### config.mk
export PLATFORM = sky130hd
export DESIGN_NAME = rng_share_ctrl
export DESIGN_NICKNAME = d
export VERILOG_FILES = /design/src/rtl/rng_share_ctrl.sv
export SDC_FILE = /design/constraint.sdc
export NUM_CORES = 1
export LEC_CHECK = 0
export CAP_MARGIN = 20
export CORE_MARGIN = 1
export CORE_UTILIZATION = 48
export CTS_CLUSTER_SIZE = 25
export DETAILED_ROUTE_END_ITERATION = 12
export PLACE_DENSITY_LB_ADDON = 0.12
export SETUP_SLACK_MARGIN = 0.4
export SLEW_MARGIN = 20
export SYNTH_ARGS = -nofsm -noshare
export SYNTH_HDL_FRONTEND = slang
export SYNTH_SLANG_ARGS = --single-unit
### constraint.sdc
create_clock -name clk -period 2.3 [get_ports clk]
set_input_delay 0.46 -clock clk [delete_from_list [all_inputs] [get_ports clk]]
set_output_delay 0.46 -clock clk [all_outputs]
set_load 0.05 [all_outputs]
### src/rtl/rng_share_ctrl.sv
`default_nettype none
// ============================================================================
// Module   : rng_share_ctrl
// Purpose  : Seeds, warms up and time-shares one external 23-bit Fibonacci
//            LFSR among N_REQ workers. Each LFSR byte goes to at most one
//            worker, chosen by a round-robin arbiter. The block also counts
//            the draws made since the last start.
// Ports    : clk        - single clock, rising edge
//            rst        - synchronous active-high reset
//            start      - 1-cycle pulse: latch seed_in, (re)seed LFSR, run
//            stop       - 1-cycle pulse: end run, return to IDLE
//            seed_in    - seed sampled on start (0 is replaced by 1)
//            req        - level request per worker, held until its gnt
//            gnt        - one-hot 1-cycle grant pulse
//            rnd_data   - random byte for the granted worker, valid with gnt
//            rnd_valid  - OR of gnt
//            ready      - high only while serving requests (RUN)
//            draw_cnt   - grants issued since the last start, saturating
//            lfsr_rst_n - registered active-low reset to the LFSR
//            lfsr_seed  - registered seed to the LFSR
//            lfsr_out   - LFSR output byte, advances every cycle
// Revision : 1.0 - initial release
// ============================================================================
module rng_share_ctrl #(
    parameter int N_REQ  = 4,
    parameter int WARMUP = 32,
    parameter int CNT_W  = 32
) (
    input  logic               clk,
    input  logic               rst,
    input  logic               start,
    input  logic               stop,
    input  logic [22:0]        seed_in,
    input  logic [N_REQ-1:0]   req,
    output logic [N_REQ-1:0]   gnt,
    output logic [7:0]         rnd_data,
    output logic               rnd_valid,
    output logic               ready,
    output logic [CNT_W-1:0]   draw_cnt,
    output logic               lfsr_rst_n,
    output logic [22:0]        lfsr_seed,
    input  logic [7:0]         lfsr_out
);

    localparam int PTR_W  = (N_REQ > 1) ? $clog2(N_REQ) : 1;
    localparam int WCNT_W = (WARMUP > 1) ? $clog2(WARMUP) : 1;

    localparam logic [1:0] c_IDLE   = 2'd0;
    localparam logic [1:0] c_SEED   = 2'd1;
    localparam logic [1:0] c_WARMUP = 2'd2;
    localparam logic [1:0] c_RUN    = 2'd3;

    localparam logic [WCNT_W-1:0] c_WARM_LAST = WCNT_W'(WARMUP - 1);
    localparam logic [PTR_W-1:0]  c_PTR_LAST  = PTR_W'(N_REQ - 1);
    localparam logic [PTR_W:0]    c_N_REQ     = (PTR_W+1)'(N_REQ);

    logic [1:0]        r_state;
    logic              r_seed_cnt;
    logic [WCNT_W-1:0] r_warm_cnt;
    logic [N_REQ-1:0]  r_gnt;
    logic              r_valid;
    logic [7:0]        r_data;
    logic [CNT_W-1:0]  r_cnt;
    logic              r_lfsr_rst_n;
    logic [22:0]       r_seed;
    logic [PTR_W-1:0]  r_ptr;

    logic [N_REQ-1:0]  w_elig;
    logic              w_found;
    logic [PTR_W-1:0]  w_sel;
    logic [PTR_W:0]    w_cand;
    logic [N_REQ-1:0]  w_gnt_next;
    logic [PTR_W-1:0]  w_ptr_next;

    // Round-robin search starting at r_ptr. The worker granted last cycle is
    // masked out because its req is still high while it sees the gnt pulse.
    always_comb begin
        w_elig     = req & ~r_gnt;
        w_found    = 1'b0;
        w_sel      = '0;
        w_cand     = '0;
        for (int k = 0; k < N_REQ; k++) begin
            w_cand = {1'b0, r_ptr} + (PTR_W+1)'(k);
            if (w_cand >= c_N_REQ) begin
                w_cand = w_cand - c_N_REQ;
            end
            if (!w_found && w_elig[w_cand[PTR_W-1:0]]) begin
                w_found = 1'b1;
                w_sel   = w_cand[PTR_W-1:0];
            end
        end
        w_gnt_next        = '0;
        w_gnt_next[w_sel] = 1'b1;
        w_ptr_next        = (w_sel == c_PTR_LAST) ? '0 : w_sel + PTR_W'(1);
    end

    always_ff @(posedge clk) begin
        if (rst) begin
            r_state      <= c_IDLE;
            r_seed_cnt   <= 1'b0;
            r_warm_cnt   <= '0;
            r_gnt        <= '0;
            r_valid      <= 1'b0;
            r_data       <= 8'h00;
            r_cnt        <= '0;
            r_lfsr_rst_n <= 1'b0;
            r_seed       <= 23'h1;
            r_ptr        <= '0;
        end else begin
            // Grants are pulses; only a RUN-state grant below re-asserts them.
            r_gnt   <= '0;
            r_valid <= 1'b0;
            if (stop) begin
                // stop has priority over a simultaneous start
                r_state      <= c_IDLE;
                r_lfsr_rst_n <= 1'b0;
            end else if (start) begin
                // An all-zero seed would lock the LFSR, so substitute 1.
                r_seed       <= (seed_in == 23'h0) ? 23'h1 : seed_in;
                r_cnt        <= '0;
                r_state      <= c_SEED;
                r_seed_cnt   <= 1'b0;
                r_lfsr_rst_n <= 1'b0;
            end else begin
                case (r_state)
                    c_IDLE: begin
                        r_lfsr_rst_n <= 1'b0;
                    end
                    c_SEED: begin
                        // Hold the LFSR in reset for two cycles so it loads the seed.
                        if (r_seed_cnt) begin
                            r_state      <= c_WARMUP;
                            r_lfsr_rst_n <= 1'b1;
                            r_warm_cnt   <= '0;
                        end else begin
                            r_seed_cnt <= 1'b1;
                        end
                    end
                    c_WARMUP: begin
                        if (r_warm_cnt == c_WARM_LAST) begin
                            r_state <= c_RUN;
                        end else begin
                            r_warm_cnt <= r_warm_cnt + WCNT_W'(1);
                        end
                    end
                    c_RUN: begin
                        if (w_found) begin
                            r_gnt   <= w_gnt_next;
                            r_valid <= 1'b1;
                            r_data  <= lfsr_out;
                            r_ptr   <= w_ptr_next;
                            if (r_cnt != {CNT_W{1'b1}}) begin
                                r_cnt <= r_cnt + CNT_W'(1);
                            end
                        end
                    end
                    default: begin
                        r_state <= c_IDLE;
                    end
                endcase
            end
        end
    end

    assign gnt        = r_gnt;
    assign rnd_data   = r_data;
    assign rnd_valid  = r_valid;
    assign ready      = (r_state == c_RUN);
    assign draw_cnt   = r_cnt;
    assign lfsr_rst_n = r_lfsr_rst_n;
    assign lfsr_seed  = r_seed;

endmodule
`default_nettype wire

==> results.yml <==
timing:
  tightestPinTransition_ns: 0.5447
  fmax_ghz: 0.5050
  slew_viol_final: 0
  setup_viol: 0
  whs_ns: 0.4539
  fin_crit_sh_pct: 86.09
  skew_ns: 0.007959
  grt_setup_unrepaired: "yes"
  fin_tns_setup_ns: 0
  hold_viol: 0
  setup_ws_ns: 0.3199
  post-route-min-period_ns: 1.980
  relSlewSlack_pct: 63.83
floorplan:
  initial_core_util_pct: 50.57
  die_height_um: 90.34
  rows: 31
  io_pins: 109
  die_w_um: 90.34
  core_area_um2: 7408
  dieArea_um2: 8161
setup_path:
  path_class: "reg2reg"
  arrival_ns: 2.26
  crit_fanout: 13
  rr_startpoint: "draw_cnt[1]"
  worstSetupEndpoint: "draw_cnt[21]"
  setup.worst_path.start_class: "flip-flop"
  crit_start: "draw_cnt[1]"
  rr_worst_depth: 8
  rrSetupSlack_ns: 0.32
  required_ns: 2.58
  worst_setup_path_end_kind: "flip-flop"
  r2r_end: "draw_cnt[21]"
worst_hold_path:
  hold_start: "lfsr_seed[16]"
  hold_class: "reg2reg"
pwr:
  clock_power_share_pct: 39.3
  power_density_nw_per_um2: 490.3
  p_seq_share_pct: 49.0
  switchingPower_mw: 0.7464
  power_leakage_nw: 2.348
  swShare_pct: 26.37
  power_mw: 2.830
  power.internal_mw: 2.084
  vdd_drop_max_mv: 0.3055
  p_comb_share_pct: 11.7
logic_synthesis:
  syn-num-nets: 500
  async_flop_share_pct: 0
  yosys.cell_types.count: 46
  ys_seq_elements: 79
  synth-edff-count: 0
  dominantRegCellSynth: "dfxtp_1"
  synth_top_area_share_pct: 42.22
  netlist_instances: 450
  netlist_area_um2: 3746
  synth.area.top_cells: "dfxtp_1, nand2_1, a21oi_1"
  synth_top_cell_by_area: "dfxtp_1"
  synth.most_common_cell: "nand2_1"
  yosys-top-cells-count: "nand2_1, dfxtp_1, a21oi_1"
  seq_area_frac_synth_pct: 42.22
  yosys_warnings: 0
  postSynthAreaPerCell_um2: 8.325
placed_design:
  dp_cells: 656
  routabilityCongestion: 0.8558
  portBuffers: 108
  place_ws_ns: -0.2468
  post_dp_cell_area_um2: 5117
  dp_hpwl_mm: 6.947
clocking:
  cts_tree: "yes"
  cts_buffer_depth: 2
  cts_buffers: 9
  htree_levels: 3
  clkTransAtPathRegs_ns: 0.08
  clockRootBuffer: "clkbuf_8"
  cts.sinks: 79
  worstSkewPairLatency_ns: 0.36
routing:
  ant_nets: 0
  vias: 4008
  wire_per_inst_um: 15.95
  avgViaCountPerCell: 5.685
  drtPass1Iterations: 5
  drtIter0Drc: 196
  drc_errors: 0
  routed_wl_mm: 11.24
finish:
  post-route-util_pct: 77.91
  fillCellCount: 572
  fin_area_um2: 5772
  final_nets: 651
  insertedDiodeCount: 0
  fin_cells: 705
  area_delta_synth_final_pct: 54.07
  drive_above_1_share_pct: 26.40
grt:
  grt_pass1_vias: 3707
  grt_max_degree: 34
  grt_util_all_layers_pct: 25.51
  grt_first_pass_wirelength_mm: 17.13
  grt-ovfl-total: 0
  antenna_found_initial: 0
outcome:
  status: "complete, no violations"
job:
  max-cap-violations: 0
## layout by cell type (no fill, tap or decap), drive strengths merged, types with 2 or more instances in the layout
master / instances
and3: 6
dfxtp: 79
nand4: 10
inv: 8
dlygate4sd2: 74
or4: 13
o31ai: 13
clkinvlp: 2
a21o: 2
clkdlybuf4s50: 32
nor2b: 7
nor4: 11
clkinv: 3
nand2b: 6
nor2: 10
ha: 11
nor3: 9
o21ai: 14
mux2i: 12
nand3: 14
and4: 6
and2: 8
o311ai: 2
a22oi: 2
xor2: 2
o41a: 2
or3: 21
nand2: 87
o41ai: 2
a21oi: 58
buf: 57
clkbuf: 11
## how the worst min path moves through the flow
| stage | to | slack, ns | depth (start not counted) |
|---|---|---|---|
| 6_report | lfsr_seed[16] | 0.45 | 2 |
| 5_1_grt | lfsr_seed[16] | 0.47 | 2 |
| 2_1_floorplan | r_warm_cnt[4] | 0.44 | 2 |
| 3_3_place_gp | lfsr_seed[13] | 0.44 | 2 |
| 3_5_place_dp | rnd_data[1] | 0.45 | 2 |
| 4_1_cts | lfsr_seed[16] | 0.46 | 2 |
## layer usage
layer | track usage [%] | wire length, µm | vias to the layer above
li1 | - | - | 1926
met1 | 30.95 | 4607 | 1903
met2 | 42.68 | 5586 | 165
met3 | 7.323 | 891 | 14
met4 | 9.677 | 158 | 0
met5 | 0 | 0 | -
## cell type report
type	instances	area, µm²	share of cell area, %
Tap cell	99	123.9	2.146
Sequential cell	79	1657	28.70
Clock inverter	6	67.56	1.171
Clock buffer	10	148.9	2.580
Timing Repair Buffer	165	1496	25.93
Multi-Input combinational cell	338	2248	38.96
Inverter	8	30.03	0.5203
## power by group through the flow
stage          clock network, mW  logic [mW]  registers, mW
6_report                    1.11       0.332           1.39
5_1_grt                     1.19       0.355           1.39
4_1_cts                     1.13       0.318           1.39
3_5_place_dp                   0       0.314           1.42
3_3_place_gp                   0       0.310           1.42
2_1_floorplan                  0       0.101           1.48
## flip-flops by register name, indices dropped and copies added, names as in the netlist, 2 cells and up
register	cells
draw_cnt	32
r_state	2
r_ptr	2
lfsr_seed	23
rnd_data	8
r_warm_cnt	5
gnt	4
## critical path: stages (launching register included)
cell and delay [ns]:
dfxtp_4 0.37, ha_4 0.16, and3_4 0.17, nand4_1 0.17, nor4_4 0.07, buf_4 0.16, buf_12 0.15, or4_1 0.51
a21oi_1 0.15
## timing repair
item	in CTS	in global routing
endpoints found under the setup margin	115	38
pin swaps	12	16
cloned	1	2
buffers inserted	15	15
gates resized for setup	102	36
hold buffers	0	0
## cells by family (layout without fill, tap and decap cells)
group,count (synthesis),count (layout),share of synthesized area [%]
simple gates,211,211,29.76
compound gates,101,101,16.03
flops,79,79,42.22
buf+inv,33,189,4.409
mux,12,12,3.207
fa+ha+maj,11,11,3.674
xor+xnor,3,3,0.7015
(Power assumes the default switching activity.)
